`src/rtl/control_sequencer.sv`:
```
// -----------------------------------------------------------------------------
// control_sequencer
//
// Hardwired control unit for a bus-based datapath. A single FSM walks through
// a common fetch (T0..T2) followed by an opcode-dependent execute phase
// (T3..T6). All strobes are decoded from the current state and the live `ir`
// value; the sequencer never latches `ir`.
//
// Configuration:
//   CTRL_MUL_EN  - when defined, opcode 10000 runs the multiply sequence
//                  (T3..T6). When undefined, that opcode is treated as
//                  undefined, ALU_MUL stays 0 and T6 is never reached.
//
// Ports:
//   clock        - sole clock, all state changes on the rising edge
//   clear        - synchronous active-high reset, highest priority
//   start        - leave IDLE and begin fetching
//   stop         - request halt once the current instruction ends
//   mem_ready    - memory read data valid this cycle
//   ir[31:0]     - instruction: opcode [31:27], Ra [26:23], Rb [22:19],
//                  Rc [18:15]
//   Rin/Rout     - one-hot GPR load / drive strobes
//   PCin..ALU_MUL- single-bit datapath strobes
//   ALUop[3:0]   - ALU operation select (non-zero only in ALU T4)
//   running      - high in every state except IDLE and HALT
//   illegal      - one-cycle pulse in T3 for an undefined opcode
// -----------------------------------------------------------------------------
module control_sequencer (
    input  logic        clock,
    input  logic        clear,
    input  logic        start,
    input  logic        stop,
    input  logic        mem_ready,
    input  logic [31:0] ir,
    output logic [15:0] Rin,
    output logic [15:0] Rout,
    output logic        PCin,
    output logic        PCout,
    output logic        IRin,
    output logic        Yin,
    output logic        MARin,
    output logic        MDRin,
    output logic        MDRout,
    output logic        HIin,
    output logic        HIout,
    output logic        LOin,
    output logic        LOout,
    output logic        Zlowin,
    output logic        Zhighin,
    output logic        Zlowout,
    output logic        Zhighout,
    output logic        Read,
    output logic        IncPC,
    output logic        ALU_MUL,
    output logic [3:0]  ALUop,
    output logic        running,
    output logic        illegal
);

    typedef enum logic [3:0] {
        IDLE, T0, T1, T2, T3, T4, T5, T6, HALT
    } state_t;

    localparam logic [4:0] OP_MUL  = 5'b10000;
    localparam logic [4:0] OP_MFHI = 5'b10001;
    localparam logic [4:0] OP_MFLO = 5'b10010;
    localparam logic [4:0] OP_NOP  = 5'b11110;
    localparam logic [4:0] OP_HALT = 5'b11111;

`ifdef CTRL_MUL_EN
    localparam logic MUL_EN = 1'b1;
`else
    localparam logic MUL_EN = 1'b0;
`endif

    state_t state, next_state;
    logic   stop_seen;   // stop sampled since the current T0
    logic   t1_waited;   // previous cycle was a T1 stalled on memory

    logic [4:0]  opcode;
    logic [15:0] ra_sel, rb_sel, rc_sel;
    logic        is_alu, is_mul;
    logic        unused_ir;

    assign opcode    = ir[31:27];
    assign ra_sel    = 16'h0001 << ir[26:23];
    assign rb_sel    = 16'h0001 << ir[22:19];
    assign rc_sel    = 16'h0001 << ir[18:15];
    assign is_alu    = ~opcode[4];
    assign is_mul    = MUL_EN && (opcode == OP_MUL);
    assign unused_ir = ^ir[14:0];

    // NOTE: sequential state uses non-blocking assignments so every register
    // samples pre-edge values; the combinational block below uses blocking.
    always_ff @(posedge clock) begin
        if (clear) begin
            state     <= IDLE;
            stop_seen <= 1'b0;
            t1_waited <= 1'b0;
        end else begin
            state     <= next_state;
            stop_seen <= (next_state == T0 || next_state == HALT) ? 1'b0
                                                                    : (stop_seen | stop);
            t1_waited <= (state == T1) && !mem_ready;
        end
    end

    always_comb begin
        state_t end_state;
        // NOTE: every output gets a default first so no path leaves a value
        // unassigned, which would otherwise infer a latch.
        next_state = state;
        Rin      = '0;
        Rout     = '0;
        PCin     = 1'b0;
        PCout    = 1'b0;
        IRin     = 1'b0;
        Yin      = 1'b0;
        MARin    = 1'b0;
        MDRin    = 1'b0;
        MDRout   = 1'b0;
        HIin     = 1'b0;
        HIout    = 1'b0;
        LOin     = 1'b0;
        LOout    = 1'b0;
        Zlowin   = 1'b0;
        Zhighin  = 1'b0;
        Zlowout  = 1'b0;
        Zhighout = 1'b0;
        Read     = 1'b0;
        IncPC    = 1'b0;
        ALU_MUL  = 1'b0;
        ALUop    = 4'd0;
        illegal  = 1'b0;
        running  = (state != IDLE) && (state != HALT);
        // A stop seen in the final cycle itself also counts.
        end_state = (stop_seen || stop) ? HALT : T0;

        case (state)
            IDLE: if (start) next_state = T0;
            T0: begin
                PCout = 1'b1; MARin = 1'b1; IncPC = 1'b1; Zlowin = 1'b1;
                next_state = T1;
            end
            T1: begin
                // The incremented PC is written back once, not on every
                // stalled cycle of the memory wait.
                Zlowout = !t1_waited;
                PCin    = !t1_waited;
                Read    = 1'b1;
                MDRin   = mem_ready;
                if (mem_ready) next_state = T2;
            end
            T2: begin
                MDRout = 1'b1; IRin = 1'b1;
                next_state = T3;
            end
            T3: begin
                if (is_alu || is_mul) begin
                    Rout = rb_sel; Yin = 1'b1;
                    next_state = T4;
                end else if (opcode == OP_MFHI) begin
                    HIout = 1'b1; Rin = ra_sel;
                    next_state = end_state;
                end else if (opcode == OP_MFLO) begin
                    LOout = 1'b1; Rin = ra_sel;
                    next_state = end_state;
                end else if (opcode == OP_NOP) begin
                    next_state = end_state;
                end else if (opcode == OP_HALT) begin
                    next_state = HALT;
                end else begin
                    illegal    = 1'b1;
                    next_state = end_state;
                end
            end
            T4: begin
                next_state = end_state;
                if (is_alu) begin
                    Rout = rc_sel; ALUop = opcode[3:0];
                    Zlowin = 1'b1; Zhighin = 1'b1;
                    next_state = T5;
                end else if (is_mul) begin
                    Rout = rc_sel; ALU_MUL = 1'b1;
                    Zlowin = 1'b1; Zhighin = 1'b1;
                    next_state = T5;
                end
            end
            T5: begin
                next_state = end_state;
                if (is_alu) begin
                    Zlowout = 1'b1; Rin = ra_sel;
                end else if (is_mul) begin
                    Zlowout = 1'b1; LOin = 1'b1;
                    next_state = T6;
                end
            end
            T6: begin
                if (is_mul) begin
                    Zhighout = 1'b1; HIin = 1'b1;
                end
                next_state = end_state;
            end
            HALT: begin
                running    = 1'b0;
                next_state = HALT;
            end
            default: next_state = IDLE;
        endcase
    end

endmodule

```
`config.mk`:
```
export PLATFORM = sky130hd
export DESIGN_NAME = control_sequencer
export DESIGN_NICKNAME = d
export VERILOG_FILES = /design/src/rtl/control_sequencer.sv
export SDC_FILE = /design/constraint.sdc
export NUM_CORES = 1
export LEC_CHECK = 0
export ABC_AREA = 1
export CAP_MARGIN = 0
export CELL_PAD_IN_SITES_DETAIL_PLACEMENT = 1
export CELL_PAD_IN_SITES_GLOBAL_PLACEMENT = 2
export CORE_ASPECT_RATIO = 1.75
export CORE_UTILIZATION = 13
export DETAILED_ROUTE_END_ITERATION = 12
export PLACE_DENSITY = 0.85
export SLEW_MARGIN = 5
export SYNTH_ARGS = -nofsm -noshare
export SYNTH_HDL_FRONTEND = slang
export SYNTH_SLANG_ARGS = --single-unit
```
`constraint.sdc`:
```
create_clock -name clock -period 4.4 [get_ports clock]
set_input_delay 1.32 -clock clock [delete_from_list [all_inputs] [get_ports clock]]
set_output_delay 1.32 -clock clock [all_outputs]
set_load 0.1 [all_outputs]
```
# == Yosys cells after proc, flatten, opt, wreduce, memory -nomap -nowiden ==
# Cells that the tools add are included.
# word_totals
reg_bits,6
latchBits,0
mem_bits_rw,0
romBits,0
input_bits,37
output_inout_bits,56
word_cells,76
n_memories,0
# op_classes
addsub,0
n_mul,0
div_mod_pow,0
n_lt_le_gt_ge,0
eq_ne,15
shift,3
muxes,44
n_bitwise,1
reduce_logical,10
# op_table
op,count
$mux W16,6
$pmux W16 S2,2
$shl A1 B4 Y16 const A,3
$mux W4,11
$pmux W4 S8,1
$mux W1,22
$eq A5 B5 Y1 const B,4
$eq A4 B3 Y1 const B,4
$eq A4 B1 Y1 const B,2
$eq A4 B2 Y1 const B,2
$eq A4 B4 Y1 const B,2
$logic_not A4 Y1,1
$ne A4 B4 Y1 const B,1
$pmux W1 S2,2
$reduce_bool A4 Y1,1
$reduce_or A2 Y1,2
$logic_and A1 B1 Y1,2
$logic_not A1 Y1,2
$logic_or A1 B1 Y1,2
$or A1 B1 Y1,1

# == Logic depth before layout (Yosys ltp) ==
# Gate-level depths: netlist of run 1.
# logic_depth
ltp_word,11
depth_mapped,10
depth_no_buf,10

# == Worst setup path after synthesis of run 1 ==
# No wires, ideal clock.
# synth_timing
path_kind,input -> output
from,in ir[31]
to,out Rout[4]
t_arrival_ns,4.853
required_ns,3.080
path_slack_ns,-1.773
path_stages,4
path_buffers,1
path_cell_list,buf_2 -> nor3_4 -> nand2_1 -> o21ai_0
# synth_between
elab_chain_len,2
word_cells_on_any_way,3
cone_classes,3 x mux
# synth_lines
element,line_no,rtl
from (decl),34,"input logic [31:0] ir,"
"$mux W16, on equally long branches","179, 159",
$pmux W16 S2 *,139,case (state)
to (decl),36,"output logic [15:0] Rout,"
# Mark *: on every way between the ends. The rest lies on a longest branch, timed or not.

# == Worst setup path after layout of run 1 ==
# layout_timing
from,in ir[28]
to,out Rin[4]
# layout_between
elab_chain_len,5
word_cells_on_any_way,6
cone_classes,2 x eq/ne; 4 x mux
# layout_lines
element,line_no,rtl
$eq A5 B5 Y1,165,end else if (opcode == OP_MFLO) begin
$mux W16,165,
$mux W16 *,162,end else if (opcode == OP_MFHI) begin
$mux W16 *,159,if (is_alu || is_mul) begin
$pmux W16 S2 *,139,
to (decl),35,"output logic [15:0] Rin,"
# Marks and branches as above.

==> results of run 1 <==
==> placed cells by master, fill, tap and decap left out, drive strengths merged <==
cell type / n
conb: 4
nor4: 1
clkbuf: 3
nand3: 23
nand4: 5
clkdlybuf4s50: 20
nand2: 33
buf: 59
nor2: 45
o21ai: 12
a21oi: 2
dlymetal6s2s: 1
inv: 34
nor3: 12
o22ai: 6
dfxtp: 6
==> timing repair <==
action | in CTS | in global routing
hold buffers | 0 | 0
endpoints found under the setup margin | 0 | 17
resized for setup | 0 | 8
==> final cells by class <==
cell class / instances / area [um2] / area share
clock buffers: 3 / 75.1 / 0.0283
repair buffers: 80 / 1210 / 0.455
multi-input cells: 143 / 1010 / 0.382
inverters: 34 / 128 / 0.0482
flip-flops and latches: 6 / 120 / 0.0453
well taps: 86 / 108 / 0.0406
==> through the flow <==
| step | power (uW) | area [um2] | hold slack (ps) | TNS [ps] |
|---|---|---|---|---|
| 5_1_grt | 447 | 2650 | 731 | 0 |
| 4_1_cts | 434 | 2620 | 646 | 0 |
| 2_1_floorplan | 223 | 1300 | 562 | -6040 |
| 3_5_place_dp | 284 | 2540 | 637 | 0 |
| 6_report | 431 | 2650 | 645 | 0 |
| 3_3_place_gp | 281 | 2540 | 619 | 0 |
==> power groups by stage <==
stage               combinational (uW)  sequential [uW]  clock [uW]
CTS                                221             62.5         150
floorplan                          161             62.2           0
finish                             220             62.5         149
global route                       232             62.9         152
global placement                   218             63.1           0
detailed placement                 220             63.2           0
==> sequential cells by signal, summed over array words and instances, names as in the netlist <==
name       count
state          4
stop_seen      1
t1_waited      1
==> critical path, delay by kind of cell <==
kind / cells / cell delay [ps]
AND/OR/NAND/NOR: 6 / 770
buffers and inverters: 3 / 790
==> routing by layer <==
metal	global-route usage	routed length, um	part of all wire
met3	0.0186	186	0.041
met5	0	0	0
met4	0.0298	49	0.011
met2	0.273	2880	0.63
met1	0.112	1440	0.32
==> kinds of logic (layout without fill, tap and decap cells) <==
logic type      count (synthesis)  count (layout)
simple gates                  119             119
flops                           6               6
other cells                     1               4
buf+inv                        43             117
compound gates                 20              20
==> path summary, 6_finish.rpt <==
check	end	slack (ps)	cells after the start
min	stop_seen	640	4
min reg2reg	stop_seen	640	4
max	Rin[4]	190	9
max reg2reg	stop_seen	2830	7
==> reports/results.txt, run 1 <==
status: completed
largest area contributor in the netlist: nor2_1
adder-cell share of the synthesized area: 0
final period utilization: 0.956
post-synthesis compound-gate area fraction: 0.111
syn avg cell area: 5.14 um2
Critical Path Max Stage Delay: 450 ps
Worst-Margin Slew: 559 ps
largest net degree at the start of global routing: 9
crit-path max FO: 8
gr usage total: 0.126
Max Clock Freq: 238 MHz
min cycle time layout: 4210 ps
# IOs: 93
Gate power share: 0.510
predominant post-synthesis flop cell: dfxtp_1
max cap viols: 0
hold path start: stop_seen
post-placement cell count: 349
Final GP Congestion: 0.786
Starting Density: 0.134
CP Data Required Time: 3080 ps
Slew Limit Fails: 0
Die ar.: 7840 um2
Num CTS Buffers: 3
clk buf depth: 2
Hold Vio Cnt, Final: 0
Die Width: 67.4 um
clock power share: 0.345
min-delay worst type: reg -> reg
Final Util: 0.366
CTS tree: done
first-pass GRT wire length: 7.53 mm
WP data arrival: 2890 ps
relative slew slack: 0.627
crit-path cells: clkdlybuf4s50_1 -> inv_1 -> nand4_1 -> nand2_2 -> nand2_1 -> nand2_2 -> nand2_4 -> nor2_2 -> buf_12
# clock sinks: 6
Mapped Cells: 189
CP Launch Type: primary input
Vias/cell: 4.30
post-synthesis xor/xnor area fraction: 0
row cnt: 41
Finished Layout Cells: 352
DRC Markers: 0
CTS H-Tree Depth: 1
Yosys reg bits: 6
setup violators final: 0
Post-synth top cells: nor2_1, inv_1, nand2_1
post-synthesis cell type count: 21
Die Y: 116 um
asr flop ratio synth: 0
Post-synth EDFFs: 0
RR Startpoint: state[1]
sequential share of power: 0.145
drt first-iter violations: 22
Pint: 233 uW
layout cells sized above 1: 0.455
latest clock arrival within the worst-skew pair: 230 ps
count leader, synth: nor2_1
Synth Cell Area: 972 um2
Post-Synth Simple-Gate Area: 0.568
via count of the first global-routing pass: 1606
CP startpoint: ir[28]
clock transition at the registers of the reported paths: 30 ps
Inserted Diodes: 0
Worst setup EP type: output port
Fillers: 805
Syn-to-layout area delta: 172%
Worst Skew: 0.0536 ps
drt first pass iters: 4
Syn. warnings: 0
initial antenna violation count: 0
sw frac: 0.460
Routed Antenna Nets: 0
CP Class: in -> out
top cell type's share of synthesized area: 0.158
Port Buffers: 73
DR WL/cell: 12.9 um
final worst slack: 195 ps
mux contribution to synthesized area: 0
clock root cell: clkbuf_16
Crit-path slowest cell: clkdlybuf4s50_1
sequential-to-total area share from yosys stat: 0.124
main combinational cell family by area after synthesis: simple AND/OR/NAND/NOR gates
Via Count: 1512
grt ovf: 0
Max IR drop VDD: 94.3 uV
LEAKAGE: 0.00107 uW
Post-CTS Setup Bufs: 0
RSZ-0062 raised after global routing: false
dpl hpwl: 4.11 mm
Net Switching: 198 uW
cell repeated most along the worst path: nand2_2
pwr dens: 163 nW/um2
dpl ws: 98.7 ps
top post-synthesis cells by area: nor2_1, dfxtp_1, inv_1
final WL: 4.55 mm
CORE AREA: 7230 um2
Final nets: 305
Power figures use the tool's default switching activity.
==> inputs of run 2 (changes only) <==
Settings changed: CELL_PAD_IN_SITES_DETAIL_PLACEMENT 1 to not set, CELL_PAD_IN_SITES_GLOBAL_PLACEMENT 2 to not set, CORE_UTILIZATION 13 to 33, PLACE_DENSITY 0.85 to 0.87.
==> reports/results.txt, run 2 (synthesis gave the netlist of run 1 again) <==
via count of the first global-routing pass: 1679 (+4.5%)
end of the critical path: Rin[6]
WHS: 675 ps (+30.0 ps)
Hold Vio Cnt, Final: 0 (unchanged)
CTS H-Tree Depth: 1 (unchanged)
status: completed
final WL: 5.00 mm (+9.7%)
Final Util: 0.911 (+0.545)
Die Y: 73.8 um (-37%)
Worst Reg-to-Reg Cells: 8 (+1)
clock power share: 0.230 (-0.115)
Worst Skew: 2.39 ps (+2.34 ps)
clock transition at the registers of the reported paths: 30 ps (about the same)
Syn-to-layout area delta: 158%
relative slew slack: 0.629 (+0.00180)
worst path bufs/invs: 3 (unchanged)
LEAKAGE: 0.00104 uW (-2.5%)
initial antenna violation count: 0 (unchanged)
DR WL/cell: 17.1 um (+32%)
most frequent cells in the layout: buf_12, inv_1, nand2_1
setup violators final: 0 (unchanged)
Slew Limit Fails: 0 (unchanged)
largest net degree at the start of global routing: 9 (unchanged)
clk buf depth: 2 (unchanged)
Via Count: 1599 (+5.8%)
CTS tree: done
dpl ws: 12.0 ps (-86.6 ps)
Max IR drop VDD: 183 uV (+94%)
crit-path max FO: 8 (unchanged)
Num CTS Buffers: 3 (unchanged)
pwr dens: 148 nW/um2 (-9.2%)
Die Width: 43.0 um (-36%)
CP Class: in -> out
reg-to-reg endpoint: stop_seen
Reg with most FFs: state
Die ar.: 3180 um2 (-60%)
Worst-Margin Slew: 556 ps (-2.70 ps)
R2R Setup Slk: 2620 ps (-210 ps)
Critical Path Max Stage Delay: 440 ps (about the same)
Routed Antenna Nets: 0 (unchanged)
Crit-path slowest cell: clkdlybuf4s50_1
CORE AREA: 2750 um2 (-62%)
Net Switching: 196 uW (-1.0%)
Inserted Diodes: 0 (unchanged)
Final GP Congestion: 0.833 (+6.0%)
CP Data Required Time: 3080 ps (about the same)
RR Startpoint: state[1]
hold depth: 4 (unchanged)
CP Launch Type: primary input
Pint: 174 uW (-25%)
clock root cell: clkbuf_8
final period utilization: 0.961 (+0.00525)
sequential share of power: 0.170 (+0.025)
min-delay worst type: reg -> reg
cts hold-fix bufs: 0 (unchanged)
registers with the most flip-flops: state x4, stop_seen x1, t1_waited x1
CP startpoint: ir[28]
Starting Density: 0.353 (+0.219)
layout cells sized above 1: 0.445 (-0.00960)
max reg flops: 4 (unchanged)
Gate power share: 0.600 (+0.090)
# clock sinks: 6 (unchanged)
max cap viols: 0 (unchanged)
Worst setup EP type: output port
CP delay by family, top: buffers and inverters
sw frac: 0.530 (+0.0696)
first-pass GRT wire length: 7.47 mm (-0.92%)
final worst slack: 172 ps (-23.1 ps)
Critical Path Stages: 9 (unchanged)
drt first pass iters: 4 (unchanged)
Final nets: 304 (-0.33%)
latest clock arrival within the worst-skew pair: 230 ps (about the same)
setup_tns: 0 ps (unchanged)
crit-path cells: clkdlybuf4s50_1 -> inv_1 -> nand4_1 -> nand2_1 -> nand2_1 -> nand2_2 -> nand2_2 -> nor2_2 -> buf_12
grt ovf: 0 (unchanged)
# IOs: 93 (unchanged)
min cycle time layout: 4230 ps (+23.1 ps)
RSZ-0062 raised after global routing: false
Port Buffers: 73 (unchanged)
Tot Pwr: 371 uW (-14%)
row cnt: 25 (-39%)
DRC Markers: 0 (unchanged)
commonest non-fill, non-tap cell in the layout: buf_12
dpl hpwl: 4.10 mm (-0.41%)
drt first-iter violations: 67 (+200%)
Vias/cell: 5.48 (+27%)
WP data arrival: 2910 ps (+20 ps)
gr usage total: 0.314 (+0.188)
Max Clock Freq: 236 MHz (-0.55%)
run 2: metrics by stage:
step / instance area, um2 / cells
after floorplan: 1300 / 192
after CTS: 2490 / 290
after global placement: 2440 / 287
after detailed placement: 2440 / 287
final: 2510 / 292
after global routing: 2510 / 292
run 2: layer usage:
metal | global-route usage | wire length [um] | vias to the layer above
met5 | 0 | 0 | -
met4 | 0.222 | 242 | 0
met3 | 0.0565 | 296 | 23
met2 | 0.653 | 3060 | 90
met1 | 0.236 | 1400 | 735
li1 | - | - | 751
run 2: worst min path at each step:
stage | slack, ps | startpoint | end
final | 670 | stop_seen | stop_seen
after global routing | 710 | stop_seen | stop_seen
after CTS | 670 | stop_seen | stop_seen
after detailed placement | 610 | stop_seen | stop_seen
after global placement | 610 | stop_seen | stop_seen
after floorplan | 560 | stop_seen | stop_seen
run 2: cell type report:
class                   count  area [um2]
repair buffers             79        1200
multi-input cells         143         987
fillers                   121         244
inverters                  34         128
flip-flops and latches      6         120
clock buffers               3        41.3
well taps                  27        33.8
run 2: power groups by stage:
stage / Sequential, uW / Clock (uW) / Combinational (uW)
after global placement: 63.0 / 0 / 214
after detailed placement: 63.6 / 0 / 219
final: 63.0 / 85.2 / 223
after global routing: 63.3 / 88.9 / 230
after floorplan: 62.2 / 0 / 161
after CTS: 62.8 / 83.3 / 220
run 2: worst min-delay path, delay by kind of cell, from the launching register on:
kind                   cells  cell delay [ps]
buffers and inverters      1              100
DFF                        1              300
and+or+nand+nor            3              230
run 2: timing repair:
action                                  CTS  global route
resized for setup                         0             2
setup buffers                             0             2
endpoints found under the setup margin    0            27
